<file path="config.mk">
export PLATFORM = sky130hd
export DESIGN_NAME = pwm_carrier_mask_gen
export DESIGN_NICKNAME = d
export VERILOG_FILES = /design/src/rtl/pwm_carrier_mask_gen.sv
export SDC_FILE = /design/constraint.sdc
export NUM_CORES = 1
export LEC_CHECK = 0
export CAP_MARGIN = 20
export CORE_ASPECT_RATIO = 0.6
export CORE_UTILIZATION = 45
export CTS_CLUSTER_DIAMETER = 30
export DETAILED_ROUTE_END_ITERATION = 8
export MAX_ROUTING_LAYER = met4
export PLACE_DENSITY = 0.66
export SKIP_CTS_REPAIR_TIMING = 1
export SYNTH_ARGS = -nofsm -noshare
export SYNTH_HDL_FRONTEND = slang
export SYNTH_SLANG_ARGS = --single-unit
</file>
<file path="constraint.sdc">
create_clock -name clk -period 4.4 [get_ports clk]
set_input_delay 0.88 -clock clk [delete_from_list [all_inputs] [get_ports clk]]
set_output_delay 0.88 -clock clk [all_outputs]
set_load 0.02 [all_outputs]
</file>
<file path="src/rtl/pwm_carrier_mask_gen.sv">
//-----------------------------------------------------------------------------
// pwm_carrier_mask_gen
//
// Purpose:
//   Generates the PWM carrier count (up-sawtooth, down-sawtooth or up-down
//   triangle) together with zero/peak boundary flags and the one-cycle
//   maskevent strobe that commits shadow registers into their active copies.
//   All outputs are registered; the flags describe the count presented in
//   the same cycle.
//
// Optional feature (compile-time macro PWM_MASK_PRESCALE_EN):
//   When defined, a skip counter lets maskevent fire on the first qualifying
//   boundary after ON and then on every (mask_skip+1)-th qualifying boundary.
//   When undefined, the mask_skip port and the skip logic do not exist and
//   maskevent fires on every qualifying boundary.
//
// Ports:
//   clk           in   system clock, rising edge
//   reset         in   asynchronous active-high reset
//   pwm_onoff     in   1 = run the carrier, 0 = park it
//   period        in   carrier peak value P (from a shadow register)
//   carrier_mode  in   00 up, 01 down, 10 triangle, 11 triangle
//   mask_mode     in   00 zero, 01 peak, 10 both, 11 never
//   mask_skip     in   boundaries skipped between mask events (macro only)
//   count         out  carrier value
//   count_dir     out  1 = counting up, 0 = counting down
//   zero_event    out  count==0 while ON
//   peak_event    out  count==P while ON
//   maskevent     out  one-cycle commit strobe for shadow registers
//-----------------------------------------------------------------------------
`ifndef PWMCOUNT_WIDTH
`define PWMCOUNT_WIDTH 16
`endif

module pwm_carrier_mask_gen #(
    parameter int COUNT_WIDTH = `PWMCOUNT_WIDTH,
    parameter int SKIP_WIDTH  = 4
) (
    input  logic                   clk,
    input  logic                   reset,
    input  logic                   pwm_onoff,
    input  logic [COUNT_WIDTH-1:0] period,
    input  logic [1:0]             carrier_mode,
    input  logic [1:0]             mask_mode,
`ifdef PWM_MASK_PRESCALE_EN
    input  logic [SKIP_WIDTH-1:0]  mask_skip,
`endif
    output logic [COUNT_WIDTH-1:0] count,
    output logic                   count_dir,
    output logic                   zero_event,
    output logic                   peak_event,
    output logic                   maskevent
);

    localparam logic PWM_ON = 1'b1;

    typedef enum logic [1:0] {
        CM_UP      = 2'b00,
        CM_DOWN    = 2'b01,
        CM_TRI     = 2'b10,
        CM_TRI_ALT = 2'b11
    } carrier_mode_e;

    typedef enum logic [1:0] {
        MM_ZERO  = 2'b00,
        MM_PEAK  = 2'b01,
        MM_BOTH  = 2'b10,
        MM_NEVER = 2'b11
    } mask_mode_e;

    typedef logic [SKIP_WIDTH-1:0] skip_t;

    carrier_mode_e          w_mode;
    mask_mode_e             w_mmode;
    logic [COUNT_WIDTH-1:0] r_count, w_count_nxt;
    logic                   r_dir, w_dir_nxt;
    logic                   r_on, w_on_nxt;
    logic                   r_zero, r_peak, r_mask;
    logic                   w_zero_nxt, w_peak_nxt, w_qual, w_mask_nxt;

    assign w_mode  = carrier_mode_e'(carrier_mode);
    assign w_mmode = mask_mode_e'(mask_mode);

    // Next carrier value and direction. r_on remembers whether the previous
    // presented cycle was ON, so the first ON cycle re-presents the parked
    // value (with its events) instead of advancing.
    // NOTE: every always_comb output gets a default first, so no path can
    // leave a signal unassigned and infer a latch.
    always_comb begin
        w_count_nxt = '0;
        w_dir_nxt   = 1'b1;
        w_on_nxt    = 1'b0;
        if (pwm_onoff != PWM_ON) begin
            w_count_nxt = (w_mode == CM_DOWN) ? period : '0;
        end else if (!r_on) begin
            w_on_nxt    = 1'b1;
            w_count_nxt = (w_mode == CM_DOWN) ? period : '0;
            // A down carrier is already heading down in its first ON cycle.
            w_dir_nxt   = (w_mode != CM_DOWN);
        end else begin
            w_on_nxt = 1'b1;
            case (w_mode)
                CM_UP: begin
                    w_dir_nxt   = 1'b1;
                    // ">=" also covers P lowered below the current count.
                    w_count_nxt = (r_count >= period) ? '0 : r_count + 1'b1;
                end
                CM_DOWN: begin
                    w_dir_nxt   = 1'b0;
                    w_count_nxt = (r_count == '0 || r_count > period) ?
                                  period : r_count - 1'b1;
                end
                default: begin
                    if (period == '0) begin
                        w_count_nxt = '0;
                        w_dir_nxt   = 1'b1;
                    end else if (r_count > period) begin
                        w_count_nxt = period;
                        w_dir_nxt   = 1'b0;
                    end else if (r_dir) begin
                        // The peak is presented with dir still up; the flip
                        // shows up together with the first step down.
                        if (r_count == period) begin
                            w_count_nxt = period - 1'b1;
                            w_dir_nxt   = 1'b0;
                        end else begin
                            w_count_nxt = r_count + 1'b1;
                            w_dir_nxt   = 1'b1;
                        end
                    end else begin
                        if (r_count == '0) begin
                            w_count_nxt = {{(COUNT_WIDTH-1){1'b0}}, 1'b1};
                            w_dir_nxt   = 1'b1;
                        end else begin
                            w_count_nxt = r_count - 1'b1;
                            w_dir_nxt   = 1'b0;
                        end
                    end
                end
            endcase
        end
    end

    assign w_zero_nxt = w_on_nxt && (w_count_nxt == '0);
    assign w_peak_nxt = w_on_nxt && (w_count_nxt == period);

    always_comb begin
        w_qual = 1'b0;
        case (w_mmode)
            MM_ZERO:  w_qual = w_zero_nxt;
            MM_PEAK:  w_qual = w_peak_nxt;
            MM_BOTH:  w_qual = w_zero_nxt | w_peak_nxt;
            MM_NEVER: w_qual = 1'b0;
            default:  w_qual = 1'b0;
        endcase
    end

`ifdef PWM_MASK_PRESCALE_EN
    skip_t r_skip_cnt, w_skip_nxt;

    // The counter holds the number of qualifying boundaries still to skip;
    // zero means the next one fires and reloads mask_skip.
    always_comb begin
        w_mask_nxt = w_qual && (r_skip_cnt == '0);
        w_skip_nxt = r_skip_cnt;
        if (!w_on_nxt)
            w_skip_nxt = '0;
        else if (w_qual)
            w_skip_nxt = (r_skip_cnt == '0) ? mask_skip : r_skip_cnt - 1'b1;
    end

    always_ff @(posedge clk or posedge reset) begin
        if (reset) r_skip_cnt <= '0;
        else       r_skip_cnt <= w_skip_nxt;
    end
`else
    assign w_mask_nxt = w_qual;
`endif

    // NOTE: sequential state uses non-blocking assignments so every register
    // samples the values from before the edge, independent of block order.
    always_ff @(posedge clk or posedge reset) begin
        if (reset) begin
            r_count <= '0;
            r_dir   <= 1'b1;
            r_on    <= 1'b0;
            r_zero  <= 1'b0;
            r_peak  <= 1'b0;
            r_mask  <= 1'b0;
        end else begin
            r_count <= w_count_nxt;
            r_dir   <= w_dir_nxt;
            r_on    <= w_on_nxt;
            r_zero  <= w_zero_nxt;
            r_peak  <= w_peak_nxt;
            r_mask  <= w_mask_nxt;
        end
    end

    assign count      = r_count;
    assign count_dir  = r_dir;
    assign zero_event = r_zero;
    assign peak_event = r_peak;
    assign maskevent  = r_mask;

endmodule

</file>
Yosys cells after proc, flatten, opt, wreduce, memory -nomap -nowiden:

Cells that the tools add are included.

* $add $sub $neg: 3
* equality and inequality tests: 7
* bitwise logic cells: 1
* reduce and logical (&&, ||, !) cells: 8
* multiplexer cells: 21
* order comparisons: 2

Operators with widths (count)
* two-way mux 16 bit: 10
* zero test 16 bit: 3
* equality test 16 bit: 2
* one-hot mux 16 bit (2 select lines): 1
* subtractor 16 x 1 -> 16 bit, second input constant: 2
* adder 16 x 1 -> 16 bit, second input constant: 1
* >= comparator 16 bit: 1
* > comparator 16 bit: 1
* two-way mux 1 bit: 8
* equality test 2 x 1 -> 1 bit, second input constant: 2
* equality test 2 bit, second input constant: 2
* zero test 2 bit: 2
* one-hot mux 1 bit (4 select lines): 1
* logical AND 1 bit: 2
* inequality test 2 x 1 -> 1 bit, second input constant: 1
* one-hot mux 1 bit (2 select lines): 1
* logical OR 1 bit: 1
* bitwise OR 1 bit: 1

* word-level logic and storage cells: 48
* bits in registers: 21
* output and inout bits: 20
* input port bits: 23

Depth between registers and ports, before layout:

* depth in word-level cells: 12
* mapped depth: 16
* depth with buffers taken out: 13

Worst setup path before layout:

Ideal clock, no wire load.

* kind: input -> register
* start: input port period[13]
* end: register r_peak (netlist: peak_event)
* data arrival time: 4.371 ns
* library setup time: 0.095 ns
* cell stages on the path: 16
* buffers on the path: 3
* required time: 4.305 ns
* path slack: -0.066 ns
* path through: clkbuf_1 > inv_1 > ha_1 > a211o_1 > o211ai_1 > or3b_1 > or3_1 > buf_2 > buf_2 > nor2_1 > nand2_1 > and4b_1 > a2111oi_0 > and4_1 > nand2_1 > nor4b_2

* word-level cells in the longest chain between the ends: 10
* elaborated cells on any way between the ends: 18
* classes of those cells: add/sub (1); order compare (2); eq/ne (2); mux (10); reduce/logical (3)

RTL lines
* start: declaration: RTL line 42 `input logic [COUNT_WIDTH-1:0] period,`
* subtractor 16 x 1 -> 16 bit or equality test 16 bit (tied branches): RTL line 124, 123
* two-way mux 16 bit: RTL line 123 `if (r_count == period) begin`
* two-way mux 16 bit: RTL line 120 `end else if (r_dir) begin`
* two-way mux 16 bit: RTL line 117 `end else if (r_count > period) begin`
* two-way mux 16 bit: RTL line 114 `if (period == '0) begin`
* one-hot mux 16 bit (2 select lines): RTL line 102 `case (w_mode)`
* two-way mux 16 bit: RTL line 95 `end else if (!r_on) begin`
* two-way mux 16 bit: RTL line 93 `if (pwm_onoff != PWM_ON) begin`
* equality test 16 bit *: RTL line 145 `assign w_peak_nxt = w_on_nxt && (w_count_nxt == period);`
* logical AND 1 bit *: RTL line 145
* net w_peak_nxt: RTL line 79 `logic w_zero_nxt, w_peak_nxt, w_qual, w_mask_nxt;`
* end signal: assignment: RTL line 195 `r_peak <= w_peak_nxt;`
* end: declaration: RTL line 78 `logic r_zero, r_peak, r_mask;`

The timed path passes the listed nets; every way through them passes the cells marked *.

Final worst setup path:

Same ends and word-level chain as after synthesis.

==> results.sh <==
export IMPL_status="complete, but fails checks"
export IMPL_violations="DRC, setup timing"
export IMPL_die_x_um=126
export IMPL_synthCells=592
export IMPL_cts_sinks=21
export IMPL_grt_pass1_vias=5852
export IMPL_core_um2=8720
export IMPL_grt_overflow_total=0
export IMPL_cts_htree_levels=1
export IMPL_wl_mm=24.4
export IMPL_num_vias=6452
export IMPL_port_buffers=42
export IMPL_worstPathArrival_ns=4.63
export IMPL_max_slew_margin_rel_pct=36.4
export IMPL_critPathKind="input port to flop"
export IMPL_cp_required_ns=4.56
export IMPL_async_flop_share_pct=100
export IMPL_track_usage_pct=48.6
export IMPL_r2r_setup_slack_ns=0.06
export IMPL_ir_drop_mv=0.174
export IMPL_setup_tns_ns=-0.124
export IMPL_initialDrtViolationCount=1563
export IMPL_via_per_inst=7.36
export IMPL_gp_congestion=1.17
export IMPL_hold_viol_final=0
export IMPL_antenna_found_initial=1
export IMPL_syn_nets=634
export IMPL_yosysSeqAreaShare_pct=12.7
export IMPL_rows=26
export IMPL_cts_tree="built"
export IMPL_synth_edf_count=0
export IMPL_p_per_area_nw_per_um2=235
export IMPL_crit_path_end_kind="flop"
export IMPL_fin_crit_sh_pct=102
export IMPL_whs_ns=0.890
export IMPL_drt_first_pass_iters=9
export IMPL_finalPower_mw=1.52
export IMPL_insertion_delay_ns=0.26
export IMPL_hold_class="flop to flop"
export IMPL_drive_above_1_share_pct=38.0
export IMPL_critPathMaxFanout=7
export IMPL_syn_area_um2=4150
export IMPL_synthFlopType="dfrtp_1"
export IMPL_grt_pass1_wl_mm=34.3
export IMPL_min_delay_start="r_on"
export IMPL_io_pins=43
export IMPL_clockRootBuffer="clkbuf_16"
export IMPL_fill_cells=658
export IMPL_reg2reg_to="peak_event"
export IMPL_drcViolationCount=23
export IMPL_avgRoutedWirePerCell_um=27.8
export IMPL_worst_pin_slew_ns=0.948
export IMPL_synth_cell_types=79
export IMPL_min_to="count_dir"
export IMPL_cts_buffer_depth=2
export IMPL_timing_final_ws_setup_ns=-0.0679
export IMPL_slew_viol_final=0
export IMPL_whs_path_depth=3
export IMPL_fp_dieH_um=76.4
export IMPL_r2r_start="count[15]"
export IMPL_yosys_warnings=0
export IMPL_ys_ff_latch=21
export IMPL_rsz0062_at_grt="true"
export IMPL_setup_viol=2
export IMPL_clkTransAtPathRegs_ns=0.06
export IMPL_skew_ns=0.00378
export IMPL_startpoint_type="input port"
export IMPL_start_util_pct=47.6
export IMPL_max_freq_ghz=0.224
export IMPL_numCtsBuffers=3
export IMPL_nNetsFinal=807
export IMPL_pre_cts_ws_ns=-0.702
export IMPL_p_leak_nw=2.71
export IMPL_synthToLayoutAreaGrowth_pct=56.3
export IMPL_syn_area_per_cell_um2=7.01
export IMPL_post_dp_hpwl_mm=18.3
export IMPL_maxCapViolations=0
export IMPL_r2r_cells=16
export IMPL_grt_max_degree=22
export IMPL_min_period_ns=4.47
export IMPL_die_area_um2=9630
export IMPL_postLayoutCoreUtil_pct=74.4
export IMPL_ant_nets=0
-- critical path: stages --
cell and delay (ns):
clkbuf_2 0.10, inv_2 0.05, ha_4 0.26, nand4_1 0.27, buf_6 0.24, buf_4 0.13, or4_4 0.53, buf_6 0.17
nand2_2 0.09, nor2_1 0.05, o21ai_0 0.23, o211ai_1 0.28, buf_4 0.23, a2111oi_1 0.33, buf_4 0.18, and4_4 0.25
nand2_2 0.06, nor4b_2 0.28
-- cells by family (layout without fill, tap and decap cells) --
group	Yosys count	in the layout	synth area share, %
xor gates and xnor gates	29	29	6.12
DFF	21	21	12.7
and+or+nand+nor	253	253	33.7
AOI/OAI and AO/OA	184	184	31.9
muxes	10	10	2.44
other	0	1	0
adders and majority gates	19	19	5.73
buffers and inverters	76	248	7.47
-- layout make-up --
cell class,count,area [um^2],area share (%)
multi-input cells,495,3860,59.5
flip-flops and latches,21,527,8.12
clock inverters,1,5.00,0.0771
clock buffers,3,75.1,1.16
repair buffers,214,1770,27.2
diodes,1,2.50,0.0386
inverters,30,113,1.74
well taps,112,140,2.16
-- routing by layer --
metal / vias up / global-route usage (%) / wire, um
li1: 2646 / - / -
met2: 692 / 64.0 / 8990
met1: 2915 / 64.7 / 9280
met5: - / - / 0
met3: 199 / 21.8 / 4810
met4: 0 / 15.5 / 1290
-- worst max-delay path by stage --
stage | start | to | slack [ns] | cells after the start
6_report | period[13] | peak_event | -0.07 | 18
5_1_grt | period[14] | maskevent | -0.14 | 17
4_1_cts | period[13] | maskevent | -0.44 | 15
3_5_place_dp | period[13] | maskevent | -0.70 | 15
3_3_place_gp | period[4] | maskevent | -0.54 | 17
2_1_floorplan | period[13] | maskevent | 0.007 | 15
-- cell usage after synthesis, types with 6 or more instances --
library cell	n	share of area, %
nand4_1	19	2.9
nor4_1	17	2.6
a31oi_1	14	2.1
o22ai_1	6	0.90
mux2i_1	9	2.2
ha_1	19	5.7
o31ai_1	6	1.1
xor2_1	11	2.3
a21oi_1	27	3.3
and3_1	8	1.2
xnor2_1	18	3.8
nand3_1	35	4.2
nor2_1	43	3.9
o211ai_1	11	2.0
nor3_1	27	3.3
or2_2	9	1.4
clkbuf_1	36	3.3
buf_2	8	0.96
nand2_1	48	4.3
o21ai_0	35	4.2
dfrtp_1	20	12
inv_1	30	2.7
-- cell usage in the layout, fill, tap and decap left out, types with 13 or more instances in the layout --
cell type	n
inv_2	14
o21ai_0	28
ha_4	13
nand3_1	33
nand2_1	43
dfrtp_1	20
nor3_1	24
clkdlybuf4s50_1	27
buf_4	162
inv_1	16
a21oi_1	19
xnor2_1	18
nor2_1	41
nor4_1	13
nand4_1	19
-- power breakdown --
part / leakage, nW / switching (mW) / total [mW] / internal [mW]
clock: 0.0409 / 0.0776 / 0.200 / 0.122
sequential: 0.275 / 0.0378 / 0.248 / 0.210
combinational: 2.40 / 0.633 / 1.08 / 0.444
-- state kept, by name, indices dropped and copies added, names as in the netlist --
register and count:
count 16, count_dir 1, maskevent 1, peak_event 1
r_on 1, zero_event 1
-- per-stage QoR --
step / std cells / instance area [um^2]
6_report: 877 / 6490
2_1_floorplan: 592 / 4160
5_1_grt: 877 / 6490
4_1_cts: 866 / 5820
3_5_place_dp: 862 / 5740
3_3_place_gp: 862 / 5740
(Power assumes the default switching activity.)
